[config.mk]
export PLATFORM = sky130hd
export DESIGN_NAME = ram_word_sequencer
export DESIGN_NICKNAME = d
export VERILOG_FILES = /design/src/rtl/ram16k_pkg.sv /design/src/rtl/ram_word_sequencer.sv
export SDC_FILE = /design/constraint.sdc
export NUM_CORES = 1
export LEC_CHECK = 0
export ABC_AREA = 1
export CORE_UTILIZATION = 48
export CTS_CLUSTER_SIZE = 12
export DETAILED_ROUTE_END_ITERATION = 10
export PLACE_DENSITY = 0.79
export SYNTH_ARGS = -nofsm -noshare
export SYNTH_HDL_FRONTEND = slang
export SYNTH_SLANG_ARGS = --single-unit
[constraint.sdc]
create_clock -name clk -period 2.1 [get_ports clk]
set_input_delay 0.42 -clock clk [delete_from_list [all_inputs] [get_ports clk]]
set_output_delay 0.42 -clock clk [all_outputs]
set_load 0.01 [all_outputs]
[src/rtl/ram16k_pkg.sv]
// Shared definitions for the RAM16K word sequencer: state encoding, byte width,
// parameter defaults and the byte-address construction helper.
package ram16k_pkg;

  localparam int unsigned BYTE_W         = 8;
  localparam int unsigned WADDR_W_DEFAULT = 13;
  localparam int unsigned DATA_W_DEFAULT  = 16;

  typedef enum logic [2:0] {
    StIdle = 3'd0,
    StRdLo = 3'd1,
    StRdHi = 3'd2,
    StWrLo = 3'd3,
    StWrHi = 3'd4,
    StResp = 3'd5
  } seq_state_e;

  // Byte address = {word address, lane}; the caller truncates to its own width.
  function automatic logic [31:0] byte_addr(input logic [31:0] waddr, input logic lane);
    return {waddr[30:0], lane};
  endfunction

endpackage

[src/rtl/ram_word_sequencer.sv]
// Word-access front end for the RAM16K byte store. Each 16-bit request is split into
// two little-endian byte accesses; read bytes are reassembled into a word response.
// Every output is registered: the _d values are computed from the next state.
// Optional build macro RAM_SEQ_BYTE_ENABLE_EN adds cpu_be[1:0] to skip write lanes.
module ram_word_sequencer
  import ram16k_pkg::*;
#(
  parameter int unsigned WADDR_W = WADDR_W_DEFAULT,
  parameter int unsigned DATA_W  = DATA_W_DEFAULT
) (
  input  logic               clk,
  input  logic               rst,
  input  logic               cpu_req,
  input  logic               cpu_we,
  input  logic [WADDR_W-1:0] cpu_addr,
  input  logic [DATA_W-1:0]  cpu_wdata,
`ifdef RAM_SEQ_BYTE_ENABLE_EN
  input  logic [1:0]         cpu_be,
`endif
  output logic               cpu_ready,
  output logic               rsp_valid,
  output logic [DATA_W-1:0]  rsp_data,
  input  logic               rsp_ready,
  output logic [WADDR_W:0]   mem_addr,
  output logic               mem_we,
  output logic [BYTE_W-1:0]  mem_wdata,
  input  logic [BYTE_W-1:0]  mem_rdata
);

  localparam int unsigned ADDR_W = WADDR_W + 1;

  seq_state_e state_q, state_d;

  logic               accept;
  logic [WADDR_W-1:0] addr_q, addr_d;
  logic               we_q, we_d;
  logic [DATA_W-1:0]  wdata_q, wdata_d;
  logic [1:0]         be_q, be_d;
  logic [BYTE_W-1:0]  lo_q, lo_d;
  logic [BYTE_W-1:0]  hi_q, hi_d;

  logic               cpu_ready_q, cpu_ready_d;
  logic               rsp_valid_q, rsp_valid_d;
  logic [DATA_W-1:0]  rsp_data_q, rsp_data_d;
  logic [ADDR_W-1:0]  mem_addr_q, mem_addr_d;
  logic               mem_we_q, mem_we_d;
  logic [BYTE_W-1:0]  mem_wdata_q, mem_wdata_d;

  assign accept = cpu_req && (state_q == StIdle);

  // First write phase for a lane mask; an empty mask acks without touching memory.
  function automatic seq_state_e first_wr_state(input logic [1:0] be);
    if (be[0]) begin
      return StWrLo;
    end else if (be[1]) begin
      return StWrHi;
    end
    return StResp;
  endfunction

  // Request latches and read-byte capture.
  always_comb begin
    addr_d  = accept ? cpu_addr  : addr_q;
    we_d    = accept ? cpu_we    : we_q;
    wdata_d = accept ? cpu_wdata : wdata_q;
`ifdef RAM_SEQ_BYTE_ENABLE_EN
    be_d    = accept ? cpu_be    : be_q;
`else
    be_d    = 2'b11;
`endif
    lo_d    = (state_q == StRdLo) ? mem_rdata : lo_q;
    hi_d    = (state_q == StRdHi) ? mem_rdata : hi_q;
  end

  // State register.
  always_ff @(posedge clk) begin
    if (rst) begin
      state_q <= StIdle;
    end else begin
      state_q <= state_d;
    end
  end

  // Next-state logic.
  always_comb begin
    state_d = state_q;
    unique case (state_q)
      StIdle: begin
        if (cpu_req) begin
          state_d = cpu_we ? first_wr_state(be_d) : StRdLo;
        end
      end
      StRdLo: state_d = StRdHi;
      StRdHi: state_d = StResp;
      StWrLo: state_d = be_q[1] ? StWrHi : StResp;
      StWrHi: state_d = StResp;
      StResp: begin
        if (rsp_ready) begin
          state_d = StIdle;
        end
      end
      default: state_d = StIdle;
    endcase
  end

  // Output next-values, decoded from the state being entered.
  always_comb begin
    cpu_ready_d = (state_d == StIdle);
    rsp_valid_d = (state_d == StResp);
    rsp_data_d  = '0;
    mem_addr_d  = mem_addr_q;
    mem_we_d    = 1'b0;
    mem_wdata_d = '0;
    if (state_d == StResp && !we_d) begin
      rsp_data_d = {hi_d, lo_d};
    end
    unique case (state_d)
      StRdLo: mem_addr_d = ADDR_W'(byte_addr(32'(addr_d), 1'b0));
      StRdHi: mem_addr_d = ADDR_W'(byte_addr(32'(addr_d), 1'b1));
      StWrLo: begin
        mem_addr_d  = ADDR_W'(byte_addr(32'(addr_d), 1'b0));
        mem_we_d    = 1'b1;
        mem_wdata_d = wdata_d[BYTE_W-1:0];
      end
      StWrHi: begin
        mem_addr_d  = ADDR_W'(byte_addr(32'(addr_d), 1'b1));
        mem_we_d    = 1'b1;
        mem_wdata_d = wdata_d[DATA_W-1:BYTE_W];
      end
      default: ;
    endcase
  end

  // Datapath and output registers.
  always_ff @(posedge clk) begin
    if (rst) begin
      addr_q      <= '0;
      we_q        <= 1'b0;
      wdata_q     <= '0;
      be_q        <= '0;
      lo_q        <= '0;
      hi_q        <= '0;
      cpu_ready_q <= 1'b1;
      rsp_valid_q <= 1'b0;
      rsp_data_q  <= '0;
      mem_addr_q  <= '0;
      mem_we_q    <= 1'b0;
      mem_wdata_q <= '0;
    end else begin
      addr_q      <= addr_d;
      we_q        <= we_d;
      wdata_q     <= wdata_d;
      be_q        <= be_d;
      lo_q        <= lo_d;
      hi_q        <= hi_d;
      cpu_ready_q <= cpu_ready_d;
      rsp_valid_q <= rsp_valid_d;
      rsp_data_q  <= rsp_data_d;
      mem_addr_q  <= mem_addr_d;
      mem_we_q    <= mem_we_d;
      mem_wdata_q <= mem_wdata_d;
    end
  end

  assign cpu_ready = cpu_ready_q;
  assign rsp_valid = rsp_valid_q;
  assign rsp_data  = rsp_data_q;
  assign mem_addr  = mem_addr_q;
  assign mem_we    = mem_we_q;
  assign mem_wdata = mem_wdata_q;

endmodule
==> results.py, run 1 <==
metrics = {
    "global_route": {
        "vias_in_the_first_global_route": 2533,
        "grt.total_usage_pct": 21.1,
        "global_route.overflow_total": 0,
        "pin_count_of_the_biggest_net_entering_global_routing": 31,
        "grt_pass1_wl_um": 11500,
        "antenna_found_initial": 0,
    },
    "power": {
        "power.ir.vdd_worst_mv": 0.663,
        "pwr_density_cell_nw_per_um2": 1160,
        "total_leakage_power_nw": 1.89,
    },
    "drt": {
        "wl_per_cell_um": 12.8,
        "first_iter_violations": 81,
        "drc": 0,
        "ant_nets": 0,
        "route.final.wire_length_um": 6770,
        "drt-pass1-iter-count": 4,
        "route.vias.total": 2525,
        "vias_per_cell": 4.78,
    },
    "clock_network": {
        "post_cts_resize_count": 0,
        "post-cts-setup-buffer-count": 0,
        "buffer_depth_of_the_longest_clock_path": 2,
        "cts_hold_buffers": 0,
        "clock_tree.root_cell": "sky130_fd_sc_hd__clkbuf_8",
        "cts.htree.levels": 3,
        "worst_setup_hold_path_clk_slew_ns": 0.09,
        "worst_skew_pair.late_latency_ns": 0.35,
        "cts_buffers": 9,
        "cts_tree": "built",
        "cts.sinks": 91,
    },
    "worst_setup_path": {
        "rr_startpoint": "state_q[2]$_SDFF_PP0_",
        "path_cells": "clkdlybuf4s50_1",
        "depth_of_the_worst_register_to_register_path": 8,
        "max_stage_delay_ns": 0.55,
        "critical_path.startpoint_type": "register",
        "timing.critical_path.to_type": "primary output",
        "crit_slowest_cell": "sky130_fd_sc_hd__clkdlybuf4s50_1",
        "critical_path_peak_fanout": 1,
        "critical_path_arrival_ns": 1.26,
        "critical_path.n_buffers_inverters": 1,
        "setup.worst_path.class": "register to primary output",
        "reg2reg_setup_slack_ns": 0.44,
        "worst-endpoint-required_ns": 1.68,
        "path_delay_family": "buffers and inverters",
        "timing.rr.end": "mem_wdata[5]$_SDFF_PP0_",
    },
    "cells_and_area": {
        "layout.cells.most_common_list": "sky130_fd_sc_hd__nor2_1 (96), sky130_fd_sc_hd__dfxtp_1 (91), sky130_fd_sc_hd__clkdlybuf4s50_1 (81)",
        "drive_gt1_share_pct": 12.2,
        "fin_nets": 488,
        "fill_cells": 519,
        "antennaDiodeCount": 0,
        "flow.area_growth_from_synthesis_pct": 34.7,
        "mostFrequentLayoutCell": "sky130_fd_sc_hd__nor2_1",
    },
    "run_status": {
        "result_of_the_run": "finished clean",
    },
    "synth": {
        "mappedNetlistNets": 404,
        "synthesis.area_um2": 3200,
        "syn_area_per_cell_um2": 8.85,
        "ys_ff_latch": 91,
        "postSynthCellCount": 362,
        "yosysUniqueCellTypes": 26,
        "ys.warnings.count": 0,
        "seq_area_frac_synth_pct": 56.9,
    },
    "sta": {
        "final_max_slew_viol_count": 0,
        "fin_worst_skew_ns": 0.0107,
        "timing.slew.headroom_pct": 47.4,
        "tns_ns": 0,
        "worst_pin_slew_ns": 0.788,
        "fmax_ghz": 0.595,
        "timing.final.crit_share_pct": 80.0,
        "timing.final.setup_violations": 0,
        "setup_repair_after_global_routing_missed_its_margin": "false",
        "finalHoldViolCount": 0,
        "finalWorstSetupSlack_ns": 0.421,
        "timing.final.crit_period_ns": 1.68,
    },
    "floorplanning": {
        "row_count": 29,
        "initial_core_util_pct": 50.2,
        "top_level_ports": 83,
        "dieArea_um2": 7010,
        "die_h_um": 83.7,
        "die_x_um": 83.7,
        "core_area_um2": 6390,
    },
    "min_path": {
        "min_delay_path_depth": 2,
        "min_to": "mem_addr[10]$_SDFFE_PP0P_",
        "hold_path_startpoint": "mem_addr[10]$_SDFFE_PP0P_",
        "hp-class": "register to register",
    },
    "placement": {
        "port_buffers": 82,
        "preCtsSetupSlack_ns": 0.0940,
        "post-dp-hpwl_um": 4530,
        "gp_routability_congestion": 0.791,
    },
    "flow_run": {
        "drv_cap": 0,
    },
}
[power breakdown]
part	internal [mW]	leakage (nW)	total, mW	switching [mW]
logic	0.772	1.06	1.63	0.860
clock network	0.590	0.0955	1.20	0.612
registers	2.04	0.744	2.16	0.127
total	3.40	1.89	5.00	1.60
[logic make-up (layout without fill, tap and decap cells)]
family / Yosys count / count (layout) / synth area share, %
AO/OA/AOI/OAI: 20 / 20 / 3.87
buffers and inverters: 34 / 123 / 5.04
flip-flops: 91 / 91 / 56.9
multiplexers: 29 / 29 / 9.06
AND/OR/NAND/NOR: 188 / 188 / 25.2
[cell usage after synthesis]
master	count	share of area [%]
sky130_fd_sc_hd__a21oi_1	2	0.31
sky130_fd_sc_hd__a21oi_2	1	0.27
sky130_fd_sc_hd__and2_4	1	0.27
sky130_fd_sc_hd__buf_1	3	0.35
sky130_fd_sc_hd__buf_2	6	0.94
sky130_fd_sc_hd__buf_4	3	0.70
sky130_fd_sc_hd__buf_6	2	0.70
sky130_fd_sc_hd__clkbuf_1	4	0.47
sky130_fd_sc_hd__dfxtp_1	91	57
sky130_fd_sc_hd__inv_1	14	1.6
sky130_fd_sc_hd__inv_2	2	0.23
sky130_fd_sc_hd__mux2i_1	29	9.1
sky130_fd_sc_hd__nand2_1	60	7.0
sky130_fd_sc_hd__nand2_2	1	0.20
sky130_fd_sc_hd__nand2_4	1	0.35
sky130_fd_sc_hd__nand3_1	4	0.62
sky130_fd_sc_hd__nand3_2	2	0.62
sky130_fd_sc_hd__nor2_1	96	11
sky130_fd_sc_hd__nor2_2	10	2.0
sky130_fd_sc_hd__nor2_4	2	0.70
sky130_fd_sc_hd__nor3_1	2	0.31
sky130_fd_sc_hd__nor3_2	1	0.31
sky130_fd_sc_hd__o21a_1	8	1.9
sky130_fd_sc_hd__o21ai_0	8	1.2
sky130_fd_sc_hd__o21ai_1	1	0.16
sky130_fd_sc_hd__or2_2	8	1.6
[metrics by stage]
stage	cell area [um^2]	util [%]	instances	hold slack [ns]	total power [mW]
floorplan	3200	-	362	0.456	3.24
global placement	4110	64.3	512	0.463	3.79
detailed placement	4110	64.3	512	0.470	3.84
CTS	4320	67.6	528	0.492	5.05
global route	4320	67.6	528	0.509	5.34
finish	4320	67.6	528	0.486	5.00
[routing by layer]
metal  wire length (um)  track usage, %
met1               3110            25.3
met2               3210            35.0
met3                369            6.23
met4                 82            9.24
met5                  0               0
[how the worst max path moves through the flow]
stage                             start                  endpoint  slack, ns  depth (start not counted)
2_1_floorplan                   cpu_req  mem_addr[3]$_SDFFE_PP0P_       0.62                          8
3_3_place_gp                    cpu_req   rsp_data[15]$_SDFF_PP0_       0.14                          9
3_5_place_dp                    cpu_req    rsp_data[2]$_SDFF_PP0_       0.09                          9
4_1_cts        mem_addr[1]$_SDFFE_PP0P_               mem_addr[1]       0.40                          1
5_1_grt           state_q[2]$_SDFF_PP0_  mem_addr[4]$_SDFFE_PP0P_       0.33                         10
6_report           cpu_ready$_SDFF_PP1_                 cpu_ready       0.42                          1
[sequential cells by signal, indices dropped and copies added, names as in the netlist, 3 cells and up]
signal,flops
hi_q,8
lo_q,8
addr_q,13
wdata_q,16
rsp_data,16
mem_wdata,8
state_q,3
mem_addr,14
[final cells by class]
type | count | area (um^2) | share of cell area [%]
Timing Repair Buffer | 91 | 908 | 21.0
Clock inverter | 6 | 70.1 | 1.62
Inverter | 16 | 60.1 | 1.39
Sequential cell | 91 | 1820 | 42.2
Clock buffer | 10 | 138 | 3.19
Multi-Input combinational cell | 237 | 1220 | 28.3
Tap cell | 77 | 96.3 | 2.23
No activity file was read; power rests on OpenSTA's default activity.
==> inputs of run 2 (changes only) <==
--- a/config.mk
+++ b/config.mk
@@ -6,10 +6,10 @@
 export NUM_CORES = 1
 export LEC_CHECK = 0
 export ABC_AREA = 1
-export CORE_UTILIZATION = 48
+export CORE_UTILIZATION = 43
 export CTS_CLUSTER_SIZE = 12
 export DETAILED_ROUTE_END_ITERATION = 10
-export PLACE_DENSITY = 0.79
+export PLACE_DENSITY = 0.75
 export SYNTH_ARGS = -nofsm -noshare
 export SYNTH_HDL_FRONTEND = slang
 export SYNTH_SLANG_ARGS = --single-unit
==> constraint.sdc (replaced) <==
create_clock -name clk -period 1.38 [get_ports clk]
set_input_delay 0.276 -clock clk [delete_from_list [all_inputs] [get_ports clk]]
set_output_delay 0.276 -clock clk [all_outputs]
set_load 0.01 [all_outputs]
==> run 2 against run 1 <==
Effect of this change:
- the run now ends with setup timing left
- via count rose by 9.5%
- count of clock-buffer cells in the layout did not move
- core utilization rose by 3.2 points
- die area increased by 11%
- critical path type is now register to register
- critical endpoint is now mem_addr[2]$_SDFFE_PP0P_
==> results.py, run 2 (synthesis gave the netlist of run 1 again) <==
metrics = {
    "run_status": {
        "result_of_the_run": "finished with violations",
        "violations": "setup timing",
    },
    "power": {
        "netSwitchingFraction_pct": 32.4,
        "pwr-share-seq_pct": 36.0,
        "pint_mw": 6.23,
        "total_leakage_power_nw": 2.32,
        "pwr_density_cell_nw_per_um2": 1800,
        "total_switching_power_mw": 2.99,
        "pwr-share-clk_pct": 20.4,
        "power.ir.vdd_worst_mv": 0.906,
        "share_comb_of_total_power_pct": 43.5,
    },
    "drt": {
        "vias_per_cell": 4.70,
        "drc": 0,
        "route.vias.total": 2766,
        "drt-pass1-iter-count": 4,
        "route.final.wire_length_um": 8030,
        "wl_per_cell_um": 13.6,
        "first_iter_violations": 78,
        "ant_nets": 0,
    },
    "sta": {
        "timing.hold.ws_ns": 0.225,
        "setup_repair_after_global_routing_missed_its_margin": "true",
        "timing.final.setup_violations": 52,
        "finalWorstSetupSlack_ns": -0.156,
        "timing.final.crit_share_pct": 111,
        "finalHoldViolCount": 0,
        "timing.final.crit_period_ns": 1.54,
        "timing.slew.headroom_pct": 79.9,
        "fin_worst_skew_ns": 0.00913,
        "final_max_slew_viol_count": 0,
        "fmax_ghz": 0.651,
        "worst_pin_slew_ns": 0.301,
    },
    "cells_and_area": {
        "fin_nets": 528,
        "antennaDiodeCount": 0,
        "fin_cells": 589,
        "flow.area_growth_from_synthesis_pct": 59.4,
        "mostFrequentLayoutCell": "sky130_fd_sc_hd__nor2_1",
        "final_util_pct": 70.8,
        "layout.cells.most_common_list": "sky130_fd_sc_hd__nor2_1 (93), sky130_fd_sc_hd__dfxtp_1 (88), sky130_fd_sc_hd__nand2_1 (48)",
        "drive_gt1_share_pct": 30.4,
    },
    "worst_setup_path": {
        "critical_path.startpoint_type": "register",
        "worst_path_most_repeated_cell": "sky130_fd_sc_hd__nand3_4",
        "critical_path.n_buffers_inverters": 3,
        "path_delay_family": "simple AND/OR/NAND/NOR gates",
        "worst-endpoint-required_ns": 1.64,
        "critical_path_arrival_ns": 1.80,
        "setup.worst_path.class": "register to register",
        "crit_slowest_cell": "sky130_fd_sc_hd__dfxtp_2",
        "timing.critical_path.to_type": "register",
        "path_cells": "buf_6 -> buf_6 -> nand3_4 -> nand2_4 -> nor2_4 -> nand3_4 -> nand3_4 -> clkbuf_16 -> nand2_2 -> nand2_1 -> nor2_1",
        "critical_path_peak_fanout": 6,
        "max_stage_delay_ns": 0.35,
    },
    "placement": {
        "post-dp-hpwl_um": 4750,
        "gp_routability_congestion": 0.811,
        "port_buffers": 82,
        "preCtsSetupSlack_ns": -0.474,
        "dp.cells": 555,
    },
    "global_route": {
        "grt.total_usage_pct": 19.4,
        "pin_count_of_the_biggest_net_entering_global_routing": 27,
        "global_route.overflow_total": 0,
        "antenna_found_initial": 0,
        "grt_pass1_wl_um": 11500,
        "vias_in_the_first_global_route": 2595,
    },
    "floorplanning": {
        "initial_core_util_pct": 44.4,
        "die_h_um": 88.3,
        "top_level_ports": 83,
        "die_x_um": 88.3,
        "core_area_um2": 7210,
        "row_count": 31,
        "dieArea_um2": 7800,
    },
    "clock_network": {
        "cts_tree": "built",
        "buffer_depth_of_the_longest_clock_path": 2,
        "clock_tree.root_cell": "sky130_fd_sc_hd__clkbuf_8",
        "cts.htree.levels": 3,
        "cts_buffers": 9,
        "worst_setup_hold_path_clk_slew_ns": 0.09,
        "worst_skew_pair.late_latency_ns": 0.35,
        "cts_hold_buffers": 0,
        "cts.sinks": 91,
    },
    "flow_run": {
        "drv_cap": 0,
    },
    "min_path": {
        "hp-class": "input port to register",
    },
}
[run 2: cell types whose count changed in the layout (fill, tap and decap cells not counted), moves of 12 or more]
cell,change
sky130_fd_sc_hd__mux2i_4,+14
sky130_fd_sc_hd__dlygate4sd2_1,+41
sky130_fd_sc_hd__buf_4,+23
sky130_fd_sc_hd__clkdlybuf4s50_1,-41
sky130_fd_sc_hd__nand2_1,-12
sky130_fd_sc_hd__mux2i_1,-19
[run 2: area by class of cell]
class                   instances  area (um^2)
fillers                       557         2110
flip-flops and latches         91         1830
multi-input cells             238         1600
repair buffers                130         1280
clock buffers                  10          128
well taps                      99          124
clock inverters                 5         78.8
inverters                      16         67.6
[run 2: stage by stage]
| stage | TNS (ns) | cell area (um^2) | total power [mW] |
|---|---|---|---|
| 6_report | -4.71 | 5110 | 9.22 |
| 3_5_place_dp | -26.03 | 4310 | 6.11 |
| 4_1_cts | -4.04 | 4670 | 8.26 |
| 2_1_floorplan | -0.0444 | 3220 | 4.97 |
| 3_3_place_gp | -21.94 | 4310 | 6.02 |
| 5_1_grt | -10.05 | 5110 | 9.74 |
[run 2: path summary, 6_finish.rpt]
kind	from	to	slack, ns	depth (start not counted)
worst min register to register	mem_addr[6]$_SDFFE_PP0P_	mem_addr[6]$_SDFFE_PP0P_	0.48	2
worst max-delay path	state_q[1]$_SDFF_PP0_	mem_addr[2]$_SDFFE_PP0P_	-0.16	11
worst min-delay path	rst	wdata_q[1]$_SDFF_PP0_	0.23	2
worst max register to register	state_q[1]$_SDFF_PP0_	mem_addr[2]$_SDFFE_PP0P_	-0.16	11
[run 2: layer usage]
metal,vias to the layer above,part of all wire (%),GRT usage (%),wire (um)
met5,-,0,0,0
met1,1300,42,23.2,3390
li1,1372,-,-,-
met2,78,51,33.1,4070
met4,0,1.8,7.18,142
met3,16,5.2,5.60,418
[run 2: timing repair]
item,4_1_cts,5_1_grt
endpoints found under the hold margin,0,0
cloned,1,4
setup endpoints to repair,82,80
resized for setup,71,73
pin swaps,2,10
buffers inserted,7,7
[run 2: power groups by stage]
| stage | logic [mW] | registers [mW] | clock network [mW] |
|---|---|---|---|
| 3_5_place_dp | 2.77 | 3.34 | 0 |
| 3_3_place_gp | 2.69 | 3.33 | 0 |
| 2_1_floorplan | 1.56 | 3.42 | 0 |
| 4_1_cts | 3.04 | 3.28 | 1.94 |
| 5_1_grt | 4.33 | 3.37 | 2.04 |
| 6_report | 4.01 | 3.32 | 1.88 |
==> inputs of run 3 (changes only) <==
--- a/config.mk
+++ b/config.mk
@@ -6,10 +6,11 @@
 export NUM_CORES = 1
 export LEC_CHECK = 0
 export ABC_AREA = 1
-export CORE_UTILIZATION = 43
+export CORE_UTILIZATION = 48
 export CTS_CLUSTER_SIZE = 12
 export DETAILED_ROUTE_END_ITERATION = 10
-export PLACE_DENSITY = 0.75
+export PLACE_DENSITY = 0.83
+export SLEW_MARGIN = 15
 export SYNTH_ARGS = -nofsm -noshare
 export SYNTH_HDL_FRONTEND = slang
 export SYNTH_SLANG_ARGS = --single-unit
==> constraint.sdc (replaced) <==
create_clock -name clk -period 1.7 [get_ports clk]
set_input_delay 0.34 -clock clk [delete_from_list [all_inputs] [get_ports clk]]
set_output_delay 0.34 -clock clk [all_outputs]
set_load 0.01 [all_outputs]
==> run 3 against run 2 <==
Effect of this change:
- the flow now finishes without violations
- final area decreased by 13%
- routed wire length decreased by 13%
- sequential power decreased by 20%
- clock skew increased by 0.0031 ns
- register-to-register slack improved by 0.25 ns
- critical path depth decreased by 3
- worst hold slack improved by 0.13 ns
- count of clock-buffer cells in the layout decreased by 1
- critical endpoint is now mem_wdata[5]$_SDFF_PP0_
- largest cell class unchanged
==> results.py, run 3 (synthesis gave the netlist of run 1 again) <==
metrics = {
    "sta": {
        "worst_pin_slew_ns": 0.377,
        "fmax_ghz": 0.624,
        "timing.final.crit_share_pct": 94.3,
        "finalHoldViolCount": 0,
        "setup_repair_after_global_routing_missed_its_margin": "true",
        "finalWorstSetupSlack_ns": 0.0968,
        "fin_worst_skew_ns": 0.0123,
        "timing.slew.headroom_pct": 74.9,
        "tns_ns": 0,
        "final_max_slew_viol_count": 0,
        "timing.final.setup_violations": 0,
        "timing.final.crit_period_ns": 1.60,
    },
    "cells_and_area": {
        "fin_nets": 498,
        "flow.area_growth_from_synthesis_pct": 37.9,
        "drive_gt1_share_pct": 14.3,
        "layout.cells.most_common_list": "sky130_fd_sc_hd__nor2_1 (95), sky130_fd_sc_hd__dfxtp_1 (91), sky130_fd_sc_hd__clkdlybuf4s50_1 (81)",
        "mostFrequentLayoutCell": "sky130_fd_sc_hd__nor2_1",
        "antennaDiodeCount": 0,
    },
    "worst_setup_path": {
        "path_cells": "inv_1 -> nand2_1 -> nor2_4 -> buf_12 -> or2_2 -> o21ai_0 -> nor2_1 -> o21a_1",
        "timing.critical_path.to_type": "register",
        "timing.rr.end": "mem_wdata[5]$_SDFF_PP0_",
        "setup.worst_path.class": "register to register",
        "critical_path_peak_fanout": 18,
        "max_stage_delay_ns": 0.42,
        "reg2reg_setup_slack_ns": 0.1,
        "crit_slowest_cell": "sky130_fd_sc_hd__dfxtp_1",
        "worst-endpoint-required_ns": 1.95,
        "rr_startpoint": "state_q[1]$_SDFF_PP0_",
        "critical_path_arrival_ns": 1.86,
        "critical_path.startpoint_type": "register",
        "depth_of_the_worst_register_to_register_path": 8,
    },
    "clock_network": {
        "cts_tree": "built",
        "buffer_depth_of_the_longest_clock_path": 2,
        "clock_tree.root_cell": "sky130_fd_sc_hd__clkbuf_8",
        "worst_skew_pair.late_latency_ns": 0.36,
        "cts.sinks": 91,
        "post_cts_resize_count": 0,
        "cts_hold_buffers": 0,
        "cts.htree.levels": 3,
        "post-cts-setup-buffer-count": 0,
        "worst_setup_hold_path_clk_slew_ns": 0.09,
        "cts_buffers": 9,
    },
    "power": {
        "pint_mw": 4.40,
        "power.ir.vdd_worst_mv": 0.828,
        "pwr_density_cell_nw_per_um2": 1450,
        "pwr-share-clk_pct": 25.0,
        "pwr-share-seq_pct": 41.3,
        "share_comb_of_total_power_pct": 33.7,
        "netSwitchingFraction_pct": 31.6,
        "total_leakage_power_nw": 1.96,
        "total_switching_power_mw": 2.03,
    },
    "floorplanning": {
        "row_count": 29,
        "initial_core_util_pct": 50.2,
        "die_h_um": 83.7,
        "die_x_um": 83.7,
        "dieArea_um2": 7010,
        "top_level_ports": 83,
        "core_area_um2": 6390,
    },
    "placement": {
        "preCtsSetupSlack_ns": -0.230,
        "port_buffers": 82,
        "gp_routability_congestion": 0.860,
        "post-dp-hpwl_um": 4660,
    },
    "drt": {
        "route.final.wire_length_um": 6970,
        "route.vias.total": 2611,
        "wl_per_cell_um": 13.0,
        "ant_nets": 0,
        "drt-pass1-iter-count": 6,
        "vias_per_cell": 4.85,
        "drc": 0,
        "first_iter_violations": 116,
    },
    "min_path": {
        "hold_path_startpoint": "rst",
        "min_delay_path_depth": 2,
        "min_to": "hi_q[3]$_SDFF_PP0_",
        "hp-class": "input port to register",
    },
    "global_route": {
        "pin_count_of_the_biggest_net_entering_global_routing": 35,
        "grt.total_usage_pct": 21.2,
        "antenna_found_initial": 0,
        "vias_in_the_first_global_route": 2577,
        "grt_pass1_wl_um": 11700,
        "global_route.overflow_total": 0,
    },
    "flow_run": {
        "drv_cap": 0,
    },
    "run_status": {
        "result_of_the_run": "finished clean",
    },
}
==> run 3: cell types whose count changed in the layout (fill, tap and decap cells not counted), sizes merged <==
cell and delta:
buf -27, clkbuf -3, clkdlybuf4s50 +41, clkinv -1
clkinvlp +1, dlygate4sd2 -41, inv +2, nand2 -1
==> run 3: area by class of cell <==
class | instances | area, um^2
inverter | 16 | 62.6
clock buffer | 9 | 124
sequential | 91 | 1820
timing repair buffer | 101 | 983
multi-input combinational | 237 | 1230
fill | 493 | 1970
clock inverter | 7 | 98.8
tap | 77 | 96.3
==> run 3: through the flow <==
step	instance area, um^2	hold slack (ns)	std cells	util (%)	total power, mW
3_3_place_gp	4180	0.461	522	65.5	4.77
4_1_cts	4410	0.349	538	69.0	6.47
6_report	4420	0.356	538	69.2	6.42
2_1_floorplan	3200	0.414	362	-	4.00
3_5_place_dp	4180	0.475	522	65.5	4.85
5_1_grt	4420	0.354	538	69.2	6.85
==> run 3: power by group through the flow <==
stage	sequential (mW)	clock, mW	combinational (mW)
2_1_floorplan	2.77	0	1.23
3_3_place_gp	2.70	0	2.07
3_5_place_dp	2.71	0	2.14
4_1_cts	2.66	1.65	2.16
5_1_grt	2.70	1.74	2.41
6_report	2.66	1.60	2.17
==> run 3: critical path, delay by kind of cell (launching register included) <==
| family | cells | cell delay (ns) |
|---|---|---|
| simple gates | 4 | 0.53 |
| flops | 1 | 0.42 |
| compound gates | 2 | 0.29 |
| buf+inv | 2 | 0.26 |
==> run 3: routing by layer <==
layer / vias up / share of wire [%] / global-route usage, %
li1: 1309 / - / -
met1: 1205 / 42 / 24.5
met2: 82 / 48 / 35.9
met3: 15 / 7.2 / 6.92
met4: 0 / 2.3 / 8.78
met5: - / 0 / 0
==> run 3: how the worst max path moves through the flow <==
stage / endpoint / slack, ns / from
6_report: mem_wdata[5]$_SDFF_PP0_ / 0.1 / state_q[1]$_SDFF_PP0_
3_3_place_gp: rsp_data[15]$_SDFF_PP0_ / -0.15 / cpu_req
2_1_floorplan: rsp_data[5]$_SDFF_PP0_ / 0.23 / state_q[2]$_SDFF_PP0_
4_1_cts: mem_addr[1] / 0.09 / mem_addr[1]$_SDFFE_PP0P_
5_1_grt: cpu_ready$_SDFF_PP1_ / -0.02 / state_q[0]$_SDFF_PP0_
3_5_place_dp: cpu_ready$_SDFF_PP1_ / -0.23 / cpu_req
